## config.mk

```make
export PLATFORM = sky130hd
export DESIGN_NAME = ps2_mouse_packet_rx
export DESIGN_NICKNAME = d
export VERILOG_FILES = /design/src/rtl/ps2_mouse_packet_rx.sv
export SDC_FILE = /design/constraint.sdc
export NUM_CORES = 1
export LEC_CHECK = 0
export ABC_CLOCK_PERIOD_IN_PS = 3300
export CAP_MARGIN = 10
export CORE_MARGIN = 5
export CORE_UTILIZATION = 61
export CTS_BUF_LIST = sky130_fd_sc_hd__clkbuf_8
export DETAILED_ROUTE_END_ITERATION = 7
export PLACE_DENSITY = 0.89
export SETUP_SLACK_MARGIN = 0.02
export SLEW_MARGIN = 20
export SYNTH_ARGS = -nofsm -noshare
export SYNTH_HDL_FRONTEND = slang
export SYNTH_SLANG_ARGS = --single-unit
export TNS_END_PERCENT = 100
```

## constraint.sdc

```tcl
create_clock -name clk -period 3.3 [get_ports clk]
set_input_delay 0.66 -clock clk [delete_from_list [all_inputs] [get_ports clk]]
set_output_delay 0.66 -clock clk [all_outputs]
set_load 0.01 [all_outputs]
```

## src/rtl/ps2_mouse_packet_rx.sv

```systemverilog
// PS/2 mouse packet receiver.
// Deframes 11-bit device-to-host frames from the raw PS/2 pins, assembles the
// 3-byte movement packet and presents it as per-axis magnitude + direction.
// Optional build macro: PS2_PARITY_CHECK_EN (enables odd-parity checking; a
// failing byte is discarded, frame_err pulses and the packet restarts).
//
// Frame FSM
//   state     | meaning
//   F_START   | waiting for a start bit (0) on a fall_tick
//   F_DATA    | shifting in 8 data bits, LSB first
//   F_PARITY  | sampling the parity bit
//   F_STOP    | sampling the stop bit, byte complete or discarded
//
// Packet FSM
//   state     | meaning
//   P_B0      | waiting for a header byte (bit3 = 1)
//   P_B1      | waiting for the X movement byte
//   P_B2      | waiting for the Y movement byte, commits on arrival

module ps2_mouse_packet_rx #(
    parameter int FILTER_LEN     = 8,
    parameter int TIMEOUT_CYCLES = 100000,
    parameter int SAT_MAG        = 255
) (
    input  logic       clk,
    input  logic       rst,
    input  logic       ps2_clk,
    input  logic       ps2_data,
    output logic [9:0] vx,
    output logic [9:0] vy,
    output logic       dx,
    output logic       dy,
    output logic       mousepush,
    output logic       mouseright,
    output logic       mouseReady,
    output logic       frame_err
);

    localparam int FW = $clog2(FILTER_LEN + 1);
    localparam int TW = $clog2(TIMEOUT_CYCLES + 1);

    typedef enum logic [1:0] {F_START, F_DATA, F_PARITY, F_STOP} frame_state_t;
    typedef enum logic [1:0] {P_B0, P_B1, P_B2} pkt_state_t;

    logic [1:0]    r_clk_sync;
    logic [1:0]    r_dat_sync;
    logic          r_filt;
    logic [FW-1:0] r_filt_cnt;
    logic          r_fall;
    logic [TW-1:0] r_to_cnt;

    frame_state_t  r_fstate, w_fstate_nxt;
    logic [2:0]    r_bit_idx, w_bit_idx_nxt;
    logic [7:0]    r_shift, w_shift_nxt;
    logic          w_byte_done;
    logic          w_stop_err;
    logic          r_byte_valid;
    logic [7:0]    r_byte;

    pkt_state_t    r_pstate, w_pstate_nxt;
    logic          w_store_hdr;
    logic          w_store_x;
    logic          w_commit;
    logic          w_sync_err;
    logic [1:0]    r_btn;
    logic          r_sx, r_sy, r_ox, r_oy;
    logic [7:0]    r_xbyte;

    logic          w_busy;
    logic          w_timeout;
    logic          w_din;
    logic          w_par_err_q;
    logic [8:0]    w_xval, w_yval;
    logic [9:0]    w_xmag, w_ymag;

`ifdef PS2_PARITY_CHECK_EN
    logic          r_par, w_par_nxt;
    logic          w_par_err;
    logic          r_par_err;
    assign w_par_err_q = r_par_err;
`else
    assign w_par_err_q = 1'b0;
`endif

    assign w_din = r_dat_sync[1];

    // Two-flop synchronizers; idle bus level is high.
    always_ff @(posedge clk or posedge rst) begin
        if (rst) begin
            r_clk_sync <= 2'b11;
            r_dat_sync <= 2'b11;
        end else begin
            r_clk_sync <= {r_clk_sync[0], ps2_clk};
            r_dat_sync <= {r_dat_sync[0], ps2_data};
        end
    end

    // Glitch filter on ps2_clk; emits fall_tick when the filtered level drops.
    always_ff @(posedge clk or posedge rst) begin
        if (rst) begin
            r_filt     <= 1'b1;
            r_filt_cnt <= '0;
            r_fall     <= 1'b0;
        end else begin
            r_fall <= 1'b0;
            if (r_clk_sync[1] == r_filt) begin
                r_filt_cnt <= '0;
            end else if (r_filt_cnt == FW'(FILTER_LEN - 1)) begin
                r_filt     <= r_clk_sync[1];
                r_filt_cnt <= '0;
                r_fall     <= r_filt;
            end else begin
                r_filt_cnt <= r_filt_cnt + 1'b1;
            end
        end
    end

    // Inactivity timer: cleared by every fall_tick, saturates at the limit.
    always_ff @(posedge clk or posedge rst) begin
        if (rst) begin
            r_to_cnt <= '0;
        end else if (r_fall) begin
            r_to_cnt <= '0;
        end else if (r_to_cnt != TW'(TIMEOUT_CYCLES)) begin
            r_to_cnt <= r_to_cnt + 1'b1;
        end
    end

    // An idle bus never times out, and a fall_tick in the same cycle wins.
    assign w_busy    = (r_fstate != F_START) || (r_pstate != P_B0);
    assign w_timeout = w_busy && (r_to_cnt == TW'(TIMEOUT_CYCLES)) && !r_fall;

    // Frame FSM state register.
    always_ff @(posedge clk or posedge rst) begin
        if (rst) begin
            r_fstate     <= F_START;
            r_bit_idx    <= '0;
            r_shift      <= '0;
            r_byte_valid <= 1'b0;
            r_byte       <= '0;
        end else begin
            r_fstate     <= w_fstate_nxt;
            r_bit_idx    <= w_bit_idx_nxt;
            r_shift      <= w_shift_nxt;
            r_byte_valid <= w_byte_done;
            if (w_byte_done) begin
                r_byte <= r_shift;
            end
        end
    end

`ifdef PS2_PARITY_CHECK_EN
    // Parity bit capture and registered parity-error flag.
    always_ff @(posedge clk or posedge rst) begin
        if (rst) begin
            r_par     <= 1'b0;
            r_par_err <= 1'b0;
        end else begin
            r_par     <= w_par_nxt;
            r_par_err <= w_par_err;
        end
    end
`endif

    // Frame FSM next-state: walks start, data, parity and stop on fall_ticks.
    always_comb begin
        w_fstate_nxt  = r_fstate;
        w_bit_idx_nxt = r_bit_idx;
        w_shift_nxt   = r_shift;
        w_byte_done   = 1'b0;
        w_stop_err    = 1'b0;
`ifdef PS2_PARITY_CHECK_EN
        w_par_nxt     = r_par;
        w_par_err     = 1'b0;
`endif
        if (w_timeout) begin
            w_fstate_nxt  = F_START;
            w_bit_idx_nxt = '0;
        end else if (r_fall) begin
            case (r_fstate)
                F_START: begin
                    if (!w_din) begin
                        w_fstate_nxt  = F_DATA;
                        w_bit_idx_nxt = '0;
                    end
                end
                F_DATA: begin
                    w_shift_nxt = {w_din, r_shift[7:1]};
                    if (r_bit_idx == 3'd7) begin
                        w_fstate_nxt = F_PARITY;
                    end else begin
                        w_bit_idx_nxt = r_bit_idx + 1'b1;
                    end
                end
                F_PARITY: begin
`ifdef PS2_PARITY_CHECK_EN
                    w_par_nxt = w_din;
`endif
                    w_fstate_nxt = F_STOP;
                end
                F_STOP: begin
                    w_fstate_nxt  = F_START;
                    w_bit_idx_nxt = '0;
                    if (!w_din) begin
                        w_stop_err = 1'b1;
`ifdef PS2_PARITY_CHECK_EN
                    end else if (!(^{r_shift, r_par})) begin
                        w_par_err = 1'b1;
`endif
                    end else begin
                        w_byte_done = 1'b1;
                    end
                end
                default: w_fstate_nxt = F_START;
            endcase
        end
    end

    // Packet FSM state register and packet field storage.
    always_ff @(posedge clk or posedge rst) begin
        if (rst) begin
            r_pstate <= P_B0;
            r_btn    <= '0;
            r_sx     <= 1'b0;
            r_sy     <= 1'b0;
            r_ox     <= 1'b0;
            r_oy     <= 1'b0;
            r_xbyte  <= '0;
        end else begin
            r_pstate <= w_pstate_nxt;
            if (w_store_hdr) begin
                r_btn <= r_byte[1:0];
                r_sx  <= r_byte[4];
                r_sy  <= r_byte[5];
                r_ox  <= r_byte[6];
                r_oy  <= r_byte[7];
            end
            if (w_store_x) begin
                r_xbyte <= r_byte;
            end
        end
    end

    // Packet FSM next-state: header sync check, X, Y and commit.
    always_comb begin
        w_pstate_nxt = r_pstate;
        w_store_hdr  = 1'b0;
        w_store_x    = 1'b0;
        w_commit     = 1'b0;
        w_sync_err   = 1'b0;
        if (w_timeout || w_par_err_q) begin
            w_pstate_nxt = P_B0;
        end else if (r_byte_valid) begin
            case (r_pstate)
                P_B0: begin
                    if (r_byte[3]) begin
                        w_store_hdr  = 1'b1;
                        w_pstate_nxt = P_B1;
                    end else begin
                        w_sync_err = 1'b1;
                    end
                end
                P_B1: begin
                    w_store_x    = 1'b1;
                    w_pstate_nxt = P_B2;
                end
                P_B2: begin
                    w_commit     = 1'b1;
                    w_pstate_nxt = P_B0;
                end
                default: w_pstate_nxt = P_B0;
            endcase
        end
    end

    // 9-bit two's complement axis values to magnitude; 512 - v is |v| for negatives.
    assign w_xval = {r_sx, r_xbyte};
    assign w_yval = {r_sy, r_byte};

    always_comb begin
        w_xmag = r_sx ? 10'(10'd512 - {1'b0, w_xval}) : {2'b00, r_xbyte};
        w_ymag = r_sy ? 10'(10'd512 - {1'b0, w_yval}) : {2'b00, r_byte};
        if (r_ox) w_xmag = 10'(SAT_MAG);
        if (r_oy) w_ymag = 10'(SAT_MAG);
    end

    // Output registers: levels update on commit, pulses for ready and errors.
    always_ff @(posedge clk or posedge rst) begin
        if (rst) begin
            vx         <= '0;
            vy         <= '0;
            dx         <= 1'b0;
            dy         <= 1'b0;
            mousepush  <= 1'b0;
            mouseright <= 1'b0;
            mouseReady <= 1'b0;
            frame_err  <= 1'b0;
        end else begin
            mouseReady <= w_commit;
            frame_err  <= w_timeout | w_stop_err | w_sync_err | w_par_err_q;
            if (w_commit) begin
                vx         <= w_xmag;
                vy         <= w_ymag;
                dx         <= r_sx;
                dy         <= r_sy;
                mousepush  <= r_btn[0];
                mouseright <= r_btn[1];
            end
        end
    end

endmodule

```

==> qor.txt <==
Antenna diode count -> 0
Async set-reset flop share out of synthesis -> 100%
Hold_buf cts -> 0
Slew margin rel. -> 44.2%
Worst-path clk slew -> 0.10 ns
Max-slew violations -> 0
Remaining antenna violation count after routing -> 0
Initial core utilization -> 62.7%
Synth warnings -> 0
CTS root buffer -> clkbuf_8
Setup Skew -> 0.00929 ns
Final instance count without filler cells -> 504
Max Clk Rate -> 0.382 GHz
Synthesized Nets -> 386
RSZ-0062 raised after global routing -> no
Hold WC Path Type -> reg -> reg
HPWL Detailed -> 5550 um
Period minus WS final -> 2.62 ns
Largest family of logic cells by synthesized area -> simple AND/OR/NAND/NOR gates
Area of the multi-input gates -> 1810 um2
Total GRT Usage -> 20.2%
CP Max Fanout -> 25
Die X-Extent -> 93.5 um
Cells after DPL -> 488
Via density -> 5.69
Synth Area in Compound Gates -> 7.61%
Final setup vio count -> 0
Post-synthesis cell count -> 371
Largest net degree at the start of global routing -> 57
Commonest non-fill, non-tap cell in the layout -> dfrtp_1
Worst-skew pair later-pin latency -> 0.36 ns
H-tree depth -> 3
Die area -> 8750 um2
Register area share after synthesis -> 53.6%
Outcome -> finished clean
Core area -> 6790 um2
Drt total wl -> 7910 um
Crit path DAT -> 2.87 ns
Max clock buf depth -> 2
Cts bufs inserted -> 9
Layout Nets -> 418
Postcts setup bufs -> 0
Layout area overhead -> 13.6%
Commonest non-fill, non-tap cells in the layout -> 86 x dfrtp_1, 39 x mux2_2, 30 x inv_1
Pwr dens -> 426 nW/um2
CTS tree -> built
Vias in the first global route -> 2942
Post-synthesis mux area share -> 13.4%
GPL Wtd Cong -> 0.834
IO Pins -> 30
Height of the die -> 93.5 um
Global-route wire length before repair -> 13900 um
Share of cells above drive strength 1 -> 16.9%
Total negative slack -> 0 ns
Total gr overflow -> 0
Row count -> 30
IO Port Bufs -> 29
Post-synth top flop -> dfrtp_1
Maximum vdd drop -> 0.269 mV
Seq cells post-synth -> 91
Fillers -> 454
Critical path type -> reg -> reg
Worst Max-Slew Pin Slew -> 0.829 ns
EDFF count, synth -> 0
Cts repair resizes -> 0
Num Clock Sinks -> 91
Type of origin of the critical path -> register
DR iter-0 viols -> 148
Netlist cell types -> 48
Post-synthesis cell area -> 4260 um2
FF+latch area -> 2280 um2
WL per Instance -> 15.7 um
WP data required -> 3.55 ns
Final Cycle Share -> 79.3%
P_leak -> 2.27 nW
Synth Area in XOR/XNOR -> 3.91%
Critical Path End Type -> register
Drt pass-1 iters -> 4
Simple-gate share of the synthesized area -> 14.3%
Max cap viols -> 0
Via Count -> 2866
Synthesized area per cell -> 11.5 um2
Fin. Hold Viols -> 0
Initial antenna violation count -> 0
DRC viols -> 0
Post-Synth Adder-Cell Area -> 3.23%
-- cell families (layout without fill, tap and decap cells) --
kind of cell    Yosys count  count (layout)
compound gates           49              49
xor+xnor                 19              19
flops                    91              91
simple gates            107             107
fa+ha+maj                11              11
buf+inv                  42              79
mux                      52              52
-- registers in the layout, summed over array words and instances (netlist names), 3 cells and up --
signal and flops:
r_bit_idx 3, vx 10, r_filt_cnt 4, r_to_cnt 17, vy 10, r_shift 8, r_xbyte 8, r_byte 8
-- stage by stage --
stage	setup slack [ns]	hold slack (ns)	power [mW]	util (%)	instance area (um2)
after global routing	0.459	0.365	2.16	71.2	4840
after detailed placement	0.689	0.348	1.38	68.5	4650
after global placement	0.856	0.346	1.37	68.5	4650
after floorplan	0.285	0.345	1.33	-	4260
after CTS	0.675	0.361	2.08	71.2	4840
final	0.684	0.359	2.06	71.2	4840
-- cell usage after synthesis (all sizes together) (2+ instances only) --
cell / number / share of area, %
nand3b: 2 / 0.35
nor4: 5 / 0.73
mux2i: 13 / 3.1
a21oi: 14 / 1.6
xor2: 9 / 1.9
clkbuf: 7 / 0.65
nor2: 24 / 2.1
nand4: 6 / 0.88
dfstp: 5 / 3.1
a22oi: 7 / 1.2
nor3b: 7 / 1.2
ha: 11 / 3.2
buf: 4 / 0.50
nand3: 7 / 0.82
nor2b: 3 / 0.44
a2111oi: 2 / 0.41
dfrtp: 86 / 51
or4: 5 / 0.97
or3: 6 / 0.88
o31ai: 6 / 1.1
and3: 3 / 0.44
nor3: 4 / 0.47
and2: 4 / 0.59
inv: 31 / 2.7
xnor2: 10 / 2.1
o211ai: 3 / 0.53
o21ai: 11 / 1.6
or4bb: 3 / 0.79
nand2b: 6 / 0.88
mux2: 39 / 10
nand2: 16 / 1.4
-- report_power, final --
group,switching (mW),internal [mW]
clock network,0.419,0.287
registers,0.0561,1.17
logic,0.0711,0.0577
-- final timing paths --
check,startpoint,cells after the start,endpoint,slack (ns)
min in group asynchronous,rst,2,vy[9],0.69
max in group asynchronous,rst,3,r_dat_sync[1],1.86
worst max register to register,r_to_cnt[0],7,mouseright,0.68
worst max-delay path,r_to_cnt[0],7,mouseright,0.68
worst min-delay path,r_clk_sync[0],0,r_clk_sync[1],0.36
worst min register to register,r_clk_sync[0],0,r_clk_sync[1],0.36
-- per-layer routing --
layer / global-route usage (%) / vias up / routed length [um]
li1: - / 1367 / -
met1: 27.1 / 1451 / 3650
met2: 31.9 / 37 / 3910
met3: 3.38 / 11 / 210
met4: 9.87 / 0 / 141
met5: 0 / - / 0
-- critical path, stage by stage, from the launching register on --
cell,delay (ns)
dfrtp_1,0.42
inv_1,0.10
ha_1,0.14
or4bb_1,0.53
nor4_1,0.42
a211o_1,0.20
buf_4,0.31
mux2_2,0.38
-- final cells by class --
| cell class | count | area share (%) |
|---|---|---|
| clock buffer | 9 | 2.56 |
| clock inverter | 7 | 1.22 |
| inverter | 31 | 2.43 |
| multi-input combinational | 238 | 37.4 |
| sequential | 91 | 47.2 |
| tap | 96 | 2.48 |
| timing repair buffer | 32 | 6.73 |
No activity file was read; power rests on OpenSTA's default activity.
==> patch: new RTL, same settings <==
Register the output `frame_err` once more, without a reset; this adds one clock of latency there. The other outputs are not delayed to match.
--- a/src/rtl/ps2_mouse_packet_rx.sv
+++ b/src/rtl/ps2_mouse_packet_rx.sv
@@ -42,6 +42,8 @@
     typedef enum logic [1:0] {F_START, F_DATA, F_PARITY, F_STOP} frame_state_t;
     typedef enum logic [1:0] {P_B0, P_B1, P_B2} pkt_state_t;
 
+    logic frame_err_s0;
+
     logic [1:0]    r_clk_sync;
     logic [1:0]    r_dat_sync;
     logic          r_filt;
@@ -294,10 +296,10 @@
             mousepush  <= 1'b0;
             mouseright <= 1'b0;
             mouseReady <= 1'b0;
-            frame_err  <= 1'b0;
+            frame_err_s0 <= 1'b0;
         end else begin
             mouseReady <= w_commit;
-            frame_err  <= w_timeout | w_stop_err | w_sync_err | w_par_err_q;
+            frame_err_s0 <= w_timeout | w_stop_err | w_sync_err | w_par_err_q;
             if (w_commit) begin
                 vx         <= w_xmag;
                 vy         <= w_ymag;
@@ -309,5 +311,9 @@
         end
     end
 
+    always_ff @(posedge clk) begin
+        frame_err <= frame_err_s0;
+    end
+
 endmodule
 
Function: no difference found for any inputs over 10 cycles, from zero or initial values and one cycle with rst high; that may be too few to reach the edited logic, so the function may still have changed.
==> patch against the original RTL <==
Sequential cell count is 1 higher. Total power grew 7.6%. Global-route usage up 0.98 points. Synthesized area is 0.47% higher. Worst setup slack got worse by 0.021 ns. Non-clock buffer count unchanged. Cell area is 1.3% higher. Routed wire length grew 3.8%. Largest cell class unchanged.
==> patch: results (changes against the original RTL) <==
The overall global routing resource usage came to 0.212 (+0.00981). The number of nets in the synthesized netlist is 387 (+0.26%). By area the synthesized netlist is led by dfrtp_1, mux2_2, ha_1. The count of unique library cells instantiated by Yosys was 49 (+2.1%). The largest registers in the layout are r_to_cnt (17), vx (10), vy (10). The register area share after synthesis is 0.539 (+0.00217). The net count reported at finish is 419 (+0.24%). The setup skew after layout is 0.0121 ns (+0.00277 ns). The warning count from the yosys run came out at 0 (unchanged). The per-cell routed wire length is 16.3 microns (+3.6%). The static power due to leakage is 2.30 nW (+1.3%). The power in the clock group is 0.000845 W (+20%). The pin count of the biggest net entering global routing is 53 (-7.0%).

The number of cells produced by synthesis is 372 (+0.27%). The synthesized-area fraction occupied by xor and xnor cells came to 0.0389 (-0.000183). The highest net fanout along the worst path was 25 (unchanged). The mux cell area share after synthesis came out at 0.133 (-0.000626). The minimum setup slack after placement came out at 0.705 ns (+0.0160 ns). The slew of the pin with the lowest slew margin is 0.877 ns (+0.0473 ns). The fraction of power consumed by the clock network came out at 0.381 (+0.038). The share of cells above drive strength 1 is 0.166 (-0.00286). The final wirelength came out at 8220 microns (+3.8%).

The number of global-route vias before repair is 3,070 (+4.4%). The final weighted congestion in routability-driven placement is 0.856 (+2.6%). The share of synthesized flip-flops with an asynchronous set or reset came to 0.989 (-0.0109). The first-iteration detailed-routing DRC count is 157 (+6.1%). The first-pass GRT wire length was 14,600 microns (+5.0%). The number of cells after detailed placement came out at 489 (+0.20%). The HPWL after detailed placement is 5640 microns (+1.6%).

The flow ran to the end, and the final reports show no timing, DRC or antenna violations. The number of buffers inserted to repair setup after CTS was 0 (unchanged). The complex-gate fraction of the synthesized area is 0.0758 (-0.000356). The peak supply drop was 0.325 mV (+21%). The average vias per placed instance is 5.77 (+1.4%). The number of levels in the clock H-tree was 3 (unchanged). The net switching power of the design was 0.000529 W (-3.1%).

The share of synthesized cell area in full adder, half adder and majority cells is 0.0322 (-0.000151). The fill cell instance count of the final layout came out at 447 (-1.5%).
patch: cell types whose count changed after synthesis:
cell,before,now
dfxtp_1,0,1
patch: per-stage QoR:
stage / utilization / area, sq um
after floorplan: - / 4280
after global placement: 0.688 / 4670
after global routing: 0.721 / 4900
final: 0.721 / 4900
after detailed placement: 0.688 / 4670
after CTS: 0.721 / 4900
patch: worst max-delay path, stage by stage (launching register included):
cell     delay [ns]
dfrtp_1        0.42
inv_1          0.11
ha_1           0.15
or4bb_1        0.54
nor4_1         0.41
a211o_1        0.20
buf_4          0.32
mux2_2         0.38
patch: path summary, 6_finish.rpt:
kind | startpoint | endpoint | slack, ns | cells past startpoint
worst max-delay path | r_to_cnt[0]$_DFFE_PP0P_ | mouseright$_DFFE_PP0P_ | 0.66 | 7
worst min-delay path | frame_err_s0$_DFF_PP0_ | frame_err$_DFF_P_ | 0.35 | 0
worst max register to register | r_to_cnt[0]$_DFFE_PP0P_ | mouseright$_DFFE_PP0P_ | 0.66 | 7
worst min register to register | frame_err_s0$_DFF_PP0_ | frame_err$_DFF_P_ | 0.35 | 0
max in group asynchronous | rst | r_dat_sync[0]$_DFF_PP1_ | 1.85 | 3
min in group asynchronous | rst | vx[7]$_DFFE_PP0P_ | 0.69 | 2
patch: area by class of cell:
cell class	count	area (sq um)	area share
flip-flops and latches	92	2300	0.470
inverters	31	118	0.0240
clock inverters	6	88.8	0.0181
well taps	96	120	0.0245
clock buffers	10	138	0.0281
multi-input cells	238	1810	0.369
repair buffers	32	325	0.0664
patch: layer usage:
| metal | share of wire | global-route usage |
|---|---|---|
| met1 | 0.43 | 0.267 |
| met2 | 0.51 | 0.349 |
| met3 | 0.036 | 0.0337 |
| met4 | 0.026 | 0.114 |
| met5 | 0 | 0 |
